<file path="config.mk">
export PLATFORM = sky130hd
export DESIGN_NAME = serial_add_ctrl
export DESIGN_NICKNAME = d
export VERILOG_FILES = /design/src/rtl/serial_add_ctrl.sv
export SDC_FILE = /design/constraint.sdc
export NUM_CORES = 1
export LEC_CHECK = 0
export ABC_AREA = 0
export BUFFER_PORTS_ARGS = -buffer_cell sky130_fd_sc_hd__clkbuf_2
export CORE_MARGIN = 8
export CORE_UTILIZATION = 55
export CTS_CLUSTER_DIAMETER = 150
export CTS_CLUSTER_SIZE = 24
export DETAILED_ROUTE_END_ITERATION = 12
export PLACE_DENSITY = 0.83
export SETUP_SLACK_MARGIN = 0.5
export SYNTH_ARGS = -nofsm -noshare
export SYNTH_HDL_FRONTEND = slang
export SYNTH_SLANG_ARGS = --single-unit
</file>
<file path="constraint.sdc">
create_clock -name clk -period 1.9 [get_ports clk]
set_input_delay 0.19 -clock clk [delete_from_list [all_inputs] [get_ports clk]]
set_output_delay 0.19 -clock clk [all_outputs]
set_load 0.01 [all_outputs]
</file>
<file path="src/rtl/serial_add_ctrl.sv">
// Bit-serial adder: one full-adder step per clock, LSB first, with a registered
// carry. A start in IDLE or DONE loads the operands; sum/cout update only on RUN->DONE.
module serial_add_ctrl #(
    parameter int WIDTH = 8
) (
    input  logic             clk,
    input  logic             rst_n,
    input  logic             start,
    input  logic [WIDTH-1:0] a,
    input  logic [WIDTH-1:0] b,
    input  logic             cin,
    output logic             busy,
    output logic             done,
    output logic [WIDTH-1:0] sum,
    output logic             cout
);

    localparam int CW = (WIDTH > 1) ? $clog2(WIDTH) : 1;

    typedef enum logic [1:0] {
        IDLE = 2'd0,
        RUN  = 2'd1,
        DONE = 2'd2
    } state_t;

    state_t           state_q, state_d;
    logic [WIDTH-1:0] a_sh_q, a_sh_d;
    logic [WIDTH-1:0] b_sh_q, b_sh_d;
    logic [WIDTH-2:0] res_q, res_d;
    logic             carry_q, carry_d;
    logic [CW-1:0]    cnt_q, cnt_d;
    logic [WIDTH-1:0] sum_q, sum_d;
    logic             cout_q, cout_d;
    logic             busy_q, busy_d;
    logic             done_q, done_d;

    logic             fa_sum;
    logic             fa_carry;
    logic [WIDTH-1:0] res_next;

    always_comb begin
        fa_sum   = a_sh_q[0] ^ b_sh_q[0] ^ carry_q;
        fa_carry = (a_sh_q[0] & b_sh_q[0]) | (carry_q & (a_sh_q[0] ^ b_sh_q[0]));
        // New bit enters at the MSB; after WIDTH steps the first bit sits at the LSB.
        res_next = {fa_sum, res_q};

        state_d = state_q;
        a_sh_d  = a_sh_q;
        b_sh_d  = b_sh_q;
        res_d   = res_q;
        carry_d = carry_q;
        cnt_d   = cnt_q;
        sum_d   = sum_q;
        cout_d  = cout_q;

        case (state_q)
            IDLE, DONE: begin
                if (start) begin
                    state_d = RUN;
                    a_sh_d  = a;
                    b_sh_d  = b;
                    carry_d = cin;
                    cnt_d   = '0;
                end else begin
                    state_d = IDLE;
                end
            end
            RUN: begin
                res_d   = res_next[WIDTH-1:1];
                a_sh_d  = {1'b0, a_sh_q[WIDTH-1:1]};
                b_sh_d  = {1'b0, b_sh_q[WIDTH-1:1]};
                carry_d = fa_carry;
                cnt_d   = cnt_q + CW'(1);
                if (cnt_q == CW'(WIDTH - 1)) begin
                    state_d = DONE;
                    sum_d   = res_next;
                    cout_d  = fa_carry;
                end
            end
            default: state_d = IDLE;
        endcase

        busy_d = (state_d == RUN);
        done_d = (state_d == DONE);
    end

    always_ff @(posedge clk or negedge rst_n) begin
        if (!rst_n) begin
            state_q <= IDLE;
            a_sh_q  <= '0;
            b_sh_q  <= '0;
            res_q   <= '0;
            carry_q <= 1'b0;
            cnt_q   <= '0;
            sum_q   <= '0;
            cout_q  <= 1'b0;
            busy_q  <= 1'b0;
            done_q  <= 1'b0;
        end else begin
            state_q <= state_d;
            a_sh_q  <= a_sh_d;
            b_sh_q  <= b_sh_d;
            res_q   <= res_d;
            carry_q <= carry_d;
            cnt_q   <= cnt_d;
            sum_q   <= sum_d;
            cout_q  <= cout_d;
            busy_q  <= busy_d;
            done_q  <= done_d;
        end
    end

    assign busy = busy_q;
    assign done = done_q;
    assign sum  = sum_q;
    assign cout = cout_q;

endmodule

</file>
After elaboration in Yosys (flattened, before gate mapping)
Cells that the tools add are included.

storage, ports and cells
  register bits = 40
  latch bits = 0
  bits in writable memories = 0
  ROM bits = 0
  input bits = 20
  output and inout bits = 11
  word-level logic and storage cells = 38
  memories = 0

cells by class
  add/sub/neg operators = 1
  multipliers = 0
  divide/modulo/power cells = 0
  $lt $le $gt $ge = 0
  eq/ne operators = 6
  shift operators = 0
  muxes and demuxes = 11
  bitwise gates (word level) = 5
  reduce and logical (&&, ||, !) cells = 5

operators by type and width
  kind                                                              number
  8-bit case mux with 2 select lines                                2
  8-bit 2-to-1 mux                                                  2
  3-bit case mux with 2 select lines                                1
  2-bit by 1-bit == test with 1-bit output (second input constant)  2
  2-bit == test (second input constant)                             2
  2-bit case mux with 2 select lines                                1
  2-bit AND reduction                                               2
  3-bit by 1-bit adder with 3-bit output (second input constant)    1
  3-bit == test (second input constant)                             1
  3-bit 2-to-1 mux                                                  1
  1-bit bitwise AND                                                 2
  2-bit zero test                                                   1
  1-bit 2-to-1 mux                                                  2
  2-bit 2-to-1 mux                                                  1
  2-bit != test (second input constant)                             1
  1-bit case mux with 2 select lines                                1
  2-bit nonzero test                                                1
  2-bit OR reduction                                                1
  1-bit XOR                                                         2
  1-bit OR                                                          1

Longest topological paths before layout
Gate-level depths: netlist of run 1.

  depth after elaboration = 4
  depth in mapped cells = 5
  mapped depth without buffers = 5

Least setup slack after synthesis of run 1
Ideal clock, no wire load.

  path type = register -> register
  start = register cnt_q[0]
  end = register cnt_q[2]
  library setup time = 0.121 ns
  arrival = 1.281 ns
  data required time = 1.779 ns
  setup slack = 0.498 ns
  cell stages (with the launch flop) = 5
  buffers on the path = 0
  period minus slack after synthesis = 1.402 ns
  path through = dfrtp_1 -> ha_1 -> ha_1 -> mux2_2 -> a22o_1

on the way
  word-level cells in the longest chain between the ends = 2

ends and longest elaborated chain
  what                                    line  source
  start, declared                         31    logic [CW-1:0] cnt_q, cnt_d;
  start signal, assigned                  105   cnt_q <= cnt_d;
  3-bit by 1-bit adder with 3-bit output  73    cnt_d = cnt_q + CW'(1);
  3-bit case mux with 2 select lines      56    case (state_q)

No other way between the ends.
A chain may end at the register's enable or synchronous reset.

Final worst setup path of run 1
  start = register cnt_q[1]
  end = register cnt_q[2]

The elaborated chain is that of the path after synthesis.

==> results of run 1 <==
registers in the layout, indices dropped and copies added (netlist names):
signal / count
cnt_q: 3
busy: 1
a_sh_q: 8
b_sh_q: 8
done: 1
res_q: 7
cout: 1
carry_q: 1
sum: 8
state_q: 2
cell type report:
class                   count  area [um^2]
clock buffers               7        65.06
fillers                   263         1140
inverters                   2        7.507
multi-input cells         109        807.0
flip-flops and latches     40         1002
well taps                  46        57.56
repair buffers             37        205.2
through the flow:
step | cell area [um^2] | total power [uW]
6_report | 2145 | 3447
2_1_floorplan | 1843 | 2500
3_3_place_gp | 2022 | 2790
3_5_place_dp | 2022 | 2895
5_1_grt | 2145 | 3706
4_1_cts | 2122 | 3417
path summary, 6_finish.rpt:
kind	endpoint	slack (ns)	cells after the start
max in group asynchronous	b_sh_q[1]$_DFFE_PN0P_	0.89	3
worst max-delay path	cnt_q[2]$_DFFE_PN0P_	0.51	4
worst max register to register	cnt_q[2]$_DFFE_PN0P_	0.51	4
worst min-delay path	b_sh_q[7]$_DFFE_PN0P_	0.11	2
min in group asynchronous	sum[1]$_DFFE_PN0P_	0.36	2
worst min register to register	b_sh_q[7]$_DFFE_PN0P_	0.52	1
power groups by stage:
stage	registers (uW)	clock network [uW]	logic [uW]
after floorplan	1510	0	987
after global placement	1540	0	1250
after detailed placement	1570	0	1330
after CTS	1550	484	1380
after global routing	1620	512	1580
final	1560	464	1420
what timing repair did:
item                       in CTS  in global routing
pin swaps                       2                  0
hold endpoints to repair       24                  0
buffers inserted                2                  0
setup endpoints to repair      12                 11
gates resized for setup         2                  3
hold buffers                    1                  0
cloned                          1                  0
cells in the final DEF, fill, tap and decap left out, types with 5 or more instances in the layout:
| master | n |
|---|---|
| a21oi_1 | 11 |
| a211oi_1 | 11 |
| mux2i_1 | 12 |
| nor2b_1 | 11 |
| nand2_1 | 21 |
| dfrtp_1 | 39 |
| buf_4 | 6 |
| mux2_4 | 8 |
| clkbuf_4 | 5 |
| nor2_1 | 6 |
| clkbuf_2 | 30 |
layer usage:
| metal | global-route usage (%) | wire [um] | vias up |
|---|---|---|---|
| li1 | - | - | 635 |
| met1 | 16.83 | 1629 | 653 |
| met2 | 24.51 | 1869 | 34 |
| met3 | 3.001 | 186 | 9 |
| met4 | 7.539 | 77 | 0 |
| met5 | 0 | 0 | - |
cells by family (layout without fill, tap and decap cells):
kind of cell,Yosys count,in the layout,share of synthesized area [%]
flip-flops,40,40,54.38
AO/OA/AOI/OAI,33,33,11.35
AND/OR/NAND/NOR,49,50,13.32
adder cells (fa/ha/maj),3,3,2.447
multiplexers,23,23,14.89
buffers and inverters,11,46,3.602
synthesized netlist by cell type, drive strengths merged:
| library cell | n |
|---|---|
| a211oi | 11 |
| o22ai | 4 |
| nor2b | 12 |
| buf | 9 |
| a21oi | 11 |
| nand3 | 2 |
| nor3 | 4 |
| o21ai | 4 |
| nor2 | 6 |
| nand2 | 22 |
| mux2 | 11 |
| and2b | 1 |
| mux2i | 12 |
| inv | 2 |
| dfrtp | 40 |
| a22o | 3 |
| nand2b | 2 |
| ha | 2 |
| fa | 1 |
==> metrics.md, run 1 <==
| Metric | Value |
|---|---|
| Clock power share | 13.5% |
| RSZ-0062 raised after global routing | yes |
| Die area | 5454 um^2 |
| Vias in the first global route | 1336 |
| Pleak | 0.001019 uW |
| Avg WL per Cell | 15.61 um |
| Skew final | 0.008115 ns |
| Post-Place Worst Slack | 0.4168 ns |
| Critical-path cell list | ha_4, ha_4, mux2_2, a22o_1 |
| Final min period | 1.389 ns |
| Clock transition at path regs | 0.10 ns |
| Antenna violations before repair | 0 |
| Avg Cell Area, Syn | 11.58 um^2 |
| Reg-to-Reg Start | cnt_q[1]$_DFFE_PN0P_ |
| Max-slew violation count | 0 |
| Synth area leaders | dfrtp_1 54%, mux2i_1 6.5%, mux2_4 6.5% |
| CTS Buffer Depth | 2 |
| Finished Layout Cells | 241 |
| Unique masters post-synth | 27 |
| Horiz. Die Dim | 73.85 um |
| Hpwl dp | 2627 um |
| Worst-Skew Late Latency | 0.35 ns |
| Crit share post-route | 73.12% |
| Max incr delay on CP | 0.43 ns |
| Setup TNS | 0 ns |
| VDD IR-drop max | 0.0007960 V |
| Largest net degree at the start of global routing | 27 |
| Worst-Margin Slew | 0.5895 ns |
| Slew headroom | 60.70% |
| First-pass GRT wire length | 6078 um |
| Int Power | 2192 uW |
| Via/cell ratio | 5.523 |
| FP Rows | 21 |
| Worst hold margin | 0.1066 ns |
| Sw power | 1255 uW |
| Post-detailed-routing wire length | 3763 um |
| Drt pass-1 iters | 4 |
| Starting Density | 56.04% |
| Worst Hold Class | in2reg |
| Max Cap Viol | 0 |
| CP max FO | 2 |
| Status | complete, no violations |
| H-tree levels | 2 |
| CTS tree | done |
| Vias | 1331 |
| Mapped Area | 1841 um^2 |
| Setup crit start kind | flip-flop |
| Root Buffer | clkbuf_4 |
| CTS buffer count | 5 |
| Final Hold Violating Endpoints | 0 |
| Routability Congestion | 0.8326 |
| CP bufs+invs | 0 |
| Setup ws final | 0.5107 ns |
| CP startpoint | cnt_q[1]$_DFFE_PN0P_ |
| # DRC | 0 |
| Gr ovfl total | 0 |
| Ratio of cells with drive above 1 in the final layout | 31.28% |
| CP max stage cell | dfrtp_1 |
| Startpoint of the worst hold path | b[7] |
| Final net count | 218 |
| Worst EP required | 2.14 ns |
| Cells after synthesis | 159 |
| Combinational share of power | 41.1% |
| Critical path data arrival time | 1.63 ns |
| Cell taking the most area after synthesis | dfrtp_1 |
| Register area share after synthesis | 54.38% |
| Number of synthesis warnings | 0 |
| I/O pin count | 31 |
| CP Capture Type | flip-flop |
| Area growth from synthesis to layout | 16.52% |
| Setup violators final | 0 |
| Total track usage | 14.53% |
| Post-route ant nets | 0 |
| Sequential power share | 45.4% |
| Switching Share | 36.40% |
| Largest delay contributor family on the critical path | flip-flops |
| Die Y | 73.85 um |
| Core ar. | 3284 um^2 |
| Final core occ | 65.30% |
| Dpl cells | 230 |
| Clock tree sinks | 40 |
| Achievable frequency | 719.8 MHz |
| DR iter-0 viols | 66 |
| Top cell type's share of synthesized area | 54.38% |
| Synth Register Bits | 40 |
| I/O Buffers | 30 |
| Mapped Nets | 182 |
| Worst path most repeated cell | ha_4 |
| Setup CP Type | reg2reg |
| ANT cells | 0 |
| Power Dens Cells | 1607 nW/um^2 |
(Power assumes the default switching activity.)
==> run 2, diff against run 1 <==
ABC_AREA = 1   (was 0)
clock period = 1.3 ns   (was 1.9 ns; I/O delays follow)
==> metrics.md, run 2 <==
| Metric | Value |
|---|---|
| Final min period | 1.326 ns (was 1.389 ns) |
| Horiz. Die Dim | 74.61 um (was 73.85 um) |
| Cell taking the most area after synthesis | dfrtp_1 (unchanged) |
| Ratio of cells with drive above 1 in the final layout | 50.17% (was 31.28%) |
| Worst Hold Class | in2reg (unchanged) |
| CP max FO | 15 (was 2) |
| Core ar. | 3311 um^2 (was 3284 um^2) |
| # DRC | 0 (unchanged) |
| Status | complete, but fails checks (was complete, no violations) |
| FP Rows | 21 (unchanged) |
| ANT cells | 0 (unchanged) |
| CP max stage cell | dfrtp_1 (unchanged) |
| Dominant synthesized flop cell | dfrtp_1 (unchanged) |
| Critical-path cell list | inv_2, buf_4, buf_8, nand3_1, nand3_1, nand2_1 (was ha_4, ha_4, mux2_2, a22o_1) |
| I/O Buffers | 30 (unchanged) |
| Total track usage | 23.21% (was 14.53%) |
| Pleak | 0.001600 uW (was 0.001019 uW) |
| Mapped Area | 1889 um^2 (was 1841 um^2) |
| Clock tree sinks | 40 (unchanged) |
| Worst-Margin Slew | 0.3576 ns (was 0.5895 ns) |
| Starting Density | 57.07% (was 56.04%) |
| Final Hold Violating Endpoints | 0 (unchanged) |
| H-tree levels | 2 (unchanged) |
| Synth area leaders | dfrtp_1 53%, nand2_1 14%, inv_1 7.9% (was dfrtp_1 54%, mux2i_1 6.5%, mux2_4 6.5%) |
| Top cell type's share of synthesized area | 52.98% (was 54.38%) |
| Commonest non-fill, non-tap cell in the layout | nand2_1 (was dfrtp_1) |
| Area of the multi-input gates | 939.7 um^2 (was 807.0 um^2) |
| Root Buffer | clkbuf_4 (unchanged) |
| Synth Register Bits | 40 (unchanged) |
| CP Capture Type | flip-flop (unchanged) |
| CP bufs+invs | 3 (was 0) |
| RSZ-0062 raised after global routing | yes (unchanged) |
| Largest net degree at the start of global routing | 41 (was 27) |
| Max-slew violation count | 0 (unchanged) |
| Achievable frequency | 754.1 MHz (was 719.8 MHz) |
| Antenna violations before repair | 0 (unchanged) |
| Most instantiated library cell after synthesis | nand2_1 (was dfrtp_1) |
| Unique masters post-synth | 17 (was 27) |
| Worst-Skew Late Latency | 0.37 ns (was 0.35 ns) |
| Post-synth ARST share | 100.0% (unchanged) |
| Dpl cells | 293 (was 230) |
| Failing checks | setup timing |
| Setup CP Type | reg2reg (unchanged) |
| CTS buffer count | 5 (unchanged) |
| Vias | 2086 (was 1331) |
| Die area | 5567 um^2 (was 5454 um^2) |
| Max incr delay on CP | 0.43 ns (about the same) |
| Largest delay contributor family on the critical path | flip-flops (unchanged) |
| CTS tree | done (unchanged) |
| Setup violators final | 2 (was 0) |
| Power Dens Cells | 2916 nW/um^2 (was 1607 nW/um^2) |
| Clock transition at path regs | 0.12 ns (was 0.10 ns) |
| Critical path data arrival time | 1.58 ns (was 1.63 ns) |
| Via/cell ratio | 6.012 (was 5.523) |
| Routability Congestion | 0.7657 (was 0.8326) |
| Setup ws final | -0.02611 ns (was 0.5107 ns) |
| Mapped Nets | 245 (was 182) |
| Worst EP required | 1.56 ns (was 2.14 ns) |
| Worst path most repeated cell | nand3_1 (was ha_4) |
| Final net count | 323 (was 218) |
| VDD IR-drop max | 0.001610 V (was 0.0007960 V) |
| Setup crit start kind | flip-flop (unchanged) |
| Max Cap Viol | 0 (unchanged) |
| Cells after synthesis | 222 (was 159) |
| Register Area | 1002 um^2 (unchanged) |
| Post-route ant nets | 0 (unchanged) |
| Number of synthesis warnings | 0 (unchanged) |
| First-pass GRT wire length | 9384 um (was 6078 um) |
| Skew final | 0.01291 ns (was 0.008115 ns) |
| Most frequent cells in the layout | 54 x nand2_1, 39 x dfrtp_1, 36 x inv_1, 29 x clkbuf_2, 26 x buf_4 (was 39 x dfrtp_1, 30 x clkbuf_2, 21 x nand2_1, 12 x mux2i_1) |
| Area growth from synthesis to layout | 54.70% (was 16.52%) |
| Final core occ | 88.28% (was 65.30%) |
| Finished Layout Cells | 347 (was 241) |
| Synth cell count leaders | 71 x nand2_1, 40 x dfrtp_1, 40 x inv_1 (was 40 x dfrtp_1, 21 x nand2_1, 12 x mux2i_1) |
| EDFF count, synth | 0 (unchanged) |
| I/O pin count | 31 (unchanged) |
| Avg Cell Area, Syn | 8.510 um^2 (was 11.58 um^2) |
| Number of fill cells in the layout | 139 (was 263) |
| Hpwl dp | 2468 um (was 2627 um) |
| DR iter-0 viols | 249 (was 66) |
| CTS Buffer Depth | 2 (unchanged) |
| Vias in the first global route | 1883 (was 1336) |
| Register area share after synthesis | 52.98% (was 54.38%) |
| Crit share post-route | 102.0% (was 73.12%) |
| Post-detailed-routing wire length | 7606 um (was 3763 um) |
| Avg WL per Cell | 21.92 um (was 15.61 um) |
| Gr ovfl total | 0 (unchanged) |
| Slew headroom | 76.16% (was 60.70%) |
| Drt pass-1 iters | 5 (was 4) |
| Die Y | 74.61 um (was 73.85 um) |
| Worst hold margin | 0.07941 ns (was 0.1066 ns) |
[run 2: power by group]
group          total, uW  switching [uW]  internal, uW
Combinational       5490            2910          2580
Clock                714             456           258
Sequential          2320             494          1830
Total               8520            3860          4670
[run 2: tightest hold or removal path: cells and delay by family]
family | cells | cell delay (ns)
AND/OR/NAND/NOR | 3 | 0.17
buffers and inverters | 2 | 0.12
[run 2: logic make-up after synthesis]
family	synth area share, %
buf+inv	12.52
simple gates	25.23
flops	52.98
compound gates	6.887
fa+ha+maj	2.384
[run 2: worst paths after layout]
path / slack, ns / depth (start not counted) / endpoint / start
min in group asynchronous: 0.26 / 3 / sum[3]$_DFFE_PN0P_ / rst_n
setup reg to reg: -0.03 / 6 / b_sh_q[2]$_DFFE_PN0P_ / state_q[1]$_DFF_PN0_
setup / recovery: -0.03 / 6 / b_sh_q[2]$_DFFE_PN0P_ / state_q[1]$_DFF_PN0_
max in group asynchronous: 0.76 / 3 / b_sh_q[6]$_DFFE_PN0P_ / rst_n
hold reg to reg: 0.50 / 2 / b_sh_q[5]$_DFFE_PN0P_ / b_sh_q[5]$_DFFE_PN0P_
hold / removal: 0.08 / 5 / b_sh_q[5]$_DFFE_PN0P_ / b[5]
[run 2: metal layers]
layer	GRT usage, %	vias up	wire [um]
li1	-	842	-
met5	0	-	0
met2	39.50	197	3672
met3	4.927	72	637
met1	26.67	975	2725
met4	12.39	0	570
[run 2: cell type report]
cell class	count	share of cell area, %
Clock buffer	6	1.755
Clock inverter	2	0.3425
Inverter	43	5.950
Multi-Input combinational cell	133	32.15
Sequential cell	40	34.29
Tap cell	46	1.969
Timing Repair Buffer	77	23.54
[run 2: repair_timing]
item                       4_1_cts  5_1_grt
setup endpoints to repair       51       52
cloned                           6        0
resized for setup               51       27
hold buffers                     3        0
hold endpoints to repair        42        0
pin swaps                       22        6
setup buffers                   28        9
[run 2: metrics by stage]
stage / TNS [ns] / worst slack [ns] / cell area, um^2 / total power, uW
finish: -0.03924 / -0.02611 / 2923 / 8524
global route: -0.1394 / -0.07411 / 2923 / 8856
CTS: 0 / 0.1006 / 2771 / 7300
detailed placement: 0 / 0.04909 / 2097 / 4672
global placement: 0 / 0.08212 / 2097 / 4567
floorplan: 0 / 0.1491 / 1944 / 4209
==> run 3, diff against run 2 <==
CORE_UTILIZATION = 59   (was 55)
PLACE_DENSITY = 0.88   (was 0.83)
clock period = 1.7 ns   (was 1.3 ns; I/O delays follow)
==> metrics.md, run 3 (synthesized netlist as in run 2, its figures left out) <==
| Metric | Value |
|---|---|
| Status | complete, no violations (was complete, but fails checks) |
| Critical-path cell list | buf_4, buf_4, nand3_1, nand3_1, nand2_1 (was inv_2, buf_4, buf_8, nand3_1, nand3_1, nand2_1) |
| Max Cap Viol | 0 (unchanged) |
| Worst Hold Class | in2reg (unchanged) |
| Final Hold Violating Endpoints | 0 (unchanged) |
| First-pass GRT wire length | 6768 um (was 9384 um) |
| CP Capture Type | flip-flop (unchanged) |
| Horiz. Die Dim | 72.59 um (was 74.61 um) |
| Root Buffer | clkbuf_4 (unchanged) |
| RSZ-0062 raised after global routing | yes (unchanged) |
| Skew final | 0.009554 ns (was 0.01291 ns) |
| Pleak | 0.001353 uW (was 0.001600 uW) |
| Starting Density | 61.89% (was 57.07%) |
| Largest net degree at the start of global routing | 23 (was 41) |
| Routability Congestion | 0.7849 (was 0.7657) |
| Area growth from synthesis to layout | 28.54% (was 54.70%) |
| Gr ovfl total | 0 (unchanged) |
| Worst-Skew Late Latency | 0.36 ns (was 0.37 ns) |
| Hpwl dp | 2599 um (was 2468 um) |
| R2R cell count | 5 (was 6) |
| Vias | 1650 (was 2086) |
| Avg WL per Cell | 16.58 um (was 21.92 um) |
| Power Dens Cells | 2012 nW/um^2 (was 2916 nW/um^2) |
| Max incr delay on CP | 0.49 ns (was 0.43 ns) |
| VDD IR-drop max | 0.0009807 V (was 0.001610 V) |
| Max-slew violation count | 0 (unchanged) |
| CTS tree | done (unchanged) |
| WP depth | 5 (was 6) |
| Ratio of cells with drive above 1 in the final layout | 31.99% (was 50.17%) |
| Crit share post-route | 74.44% (was 102.0%) |
| CP bufs+invs | 2 (was 3) |
| Die Y | 72.59 um (was 74.61 um) |
| Antenna violations before repair | 0 (unchanged) |
| Clock transition at path regs | 0.12 ns (about the same) |
| Critical path data arrival time | 1.52 ns (was 1.58 ns) |
| Setup slack, reg-to-reg | 0.43 ns (was -0.03 ns) |
| Worst-Margin Slew | 0.5083 ns (was 0.3576 ns) |
| Post-route ant nets | 0 (unchanged) |
| Setup violators final | 0 (was 2) |
| Achievable frequency | 790.3 MHz (was 754.1 MHz) |
| Worst EP required | 1.95 ns (was 1.56 ns) |
| Vias in the first global route | 1498 (was 1883) |
| Slew headroom | 66.12% (was 76.16%) |
| Final net count | 294 (was 323) |
| I/O Buffers | 30 (unchanged) |
| Most frequent cells in the layout | 65 x nand2_1, 39 x dfrtp_1, 38 x inv_1, 30 x clkbuf_2, 28 x nand3_1 (was 54 x nand2_1, 39 x dfrtp_1, 36 x inv_1, 29 x clkbuf_2, 26 x buf_4) |
| Clock tree sinks | 40 (unchanged) |
| H-tree levels | 2 (unchanged) |
| CP max FO | 8 (was 15) |
| CTS buffer count | 5 (unchanged) |
| # DRC | 0 (unchanged) |
| Final core occ | 79.55% (was 88.28%) |
| Post-Place Worst Slack | 0.2949 ns (was 0.04909 ns) |
| Core ar. | 3053 um^2 (was 3311 um^2) |
| Min-Delay Path Depth | 3 (was 5) |
| Final min period | 1.265 ns (was 1.326 ns) |
| Setup CP Type | reg2reg (unchanged) |
| DR iter-0 viols | 190 (was 249) |
| Via/cell ratio | 5.222 (was 6.012) |
| Die area | 5269 um^2 (was 5567 um^2) |
| Setup TNS | 0 ns (was -0.03924 ns) |
| CTS Buffer Depth | 2 (unchanged) |
| Total track usage | 16.41% (was 23.21%) |
| Setup ws final | 0.4346 ns (was -0.02611 ns) |
| Setup crit start kind | flip-flop (unchanged) |
| CP max stage cell | dfrtp_2 (was dfrtp_1) |
| Commonest non-fill, non-tap cell in the layout | nand2_1 (unchanged) |
| Post-detailed-routing wire length | 5240 um (was 7606 um) |
| ANT cells | 0 (unchanged) |
| Drt pass-1 iters | 4 (was 5) |
| I/O pin count | 31 (unchanged) |
| Worst hold margin | 0.05299 ns (was 0.07941 ns) |
| FP Rows | 20 (was 21) |
| Largest delay contributor family on the critical path | flip-flops (unchanged) |
| Total power | 4886 uW (was 8524 uW) |
-- run 3: changes by cell type in the layout (fill, tap and decap cells not counted), moves of 2 or more --
cell,delta
buf_12,-3
buf_16,-2
buf_4,-14
buf_6,-4
dlygate4sd3_1,-2
inv_1,+2
nand2_1,+11
nand2_2,-8
nand2_4,-4
nand2_8,-2
nand3_1,+12
nand3_2,-12
o21ai_0,+10
o21ai_2,-9
-- run 3: worst paths after layout --
check,start,endpoint
setup / recovery,state_q[0]$_DFF_PN0_,a_sh_q[5]$_DFFE_PN0P_
hold / removal,b[7],b_sh_q[7]$_DFFE_PN0P_
setup reg to reg,state_q[0]$_DFF_PN0_,a_sh_q[5]$_DFFE_PN0P_
hold reg to reg,b_sh_q[1]$_DFFE_PN0P_,b_sh_q[1]$_DFFE_PN0P_
max in group asynchronous,rst_n,state_q[0]$_DFF_PN0_
min in group asynchronous,rst_n,res_q[2]$_DFFE_PN0P_
-- run 3: where the power goes --
group | total, uW | internal [uW] | switching, uW
Clock | 630 | 308 | 322
Combinational | 2530 | 1050 | 1480
Sequential | 1730 | 1400 | 330
Total | 4890 | 2760 | 2130
-- run 3: layout make-up --
| class | count | area [um^2] |
|---|---|---|
| inverter | 43 | 168.9 |
| clock buffer | 6 | 41.29 |
| tap | 44 | 55.05 |
| fill | 190 | 624.3 |
| timing repair buffer | 51 | 380.4 |
| sequential | 40 | 1002 |
| clock inverter | 2 | 35.03 |
| multi-input combinational | 130 | 745.7 |
-- run 3: through the flow --
| stage | area (um^2) | std cells |
|---|---|---|
| floorplan | 1893 | 222 |
| global placement | 2067 | 291 |
| detailed placement | 2067 | 291 |
| CTS | 2266 | 308 |
| global route | 2429 | 316 |
| finish | 2429 | 316 |
-- run 3: worst min-delay path, cell delays in order --
cell,delay (ns)
clkbuf_2,0.08
nand2_1,0.05
o21ai_0,0.07
-- run 3: metal layers --
metal / routed length (um) / GRT usage, % / vias up
met2: 2615 / 27.63 / 78
met4: 256 / 5.333 / 0
met1: 2031 / 19.40 / 774
li1: - / - / 771
met3: 337 / 4.945 / 27
met5: 0 / 0 / -
-- run 3: what timing repair did --
item	4_1_cts	5_1_grt
setup buffers	8	7
cloned	0	1
pin swaps	4	7
setup endpoints to repair	32	25
hold buffers	1	0
endpoints found under the hold margin	18	0
resized for setup	11	18
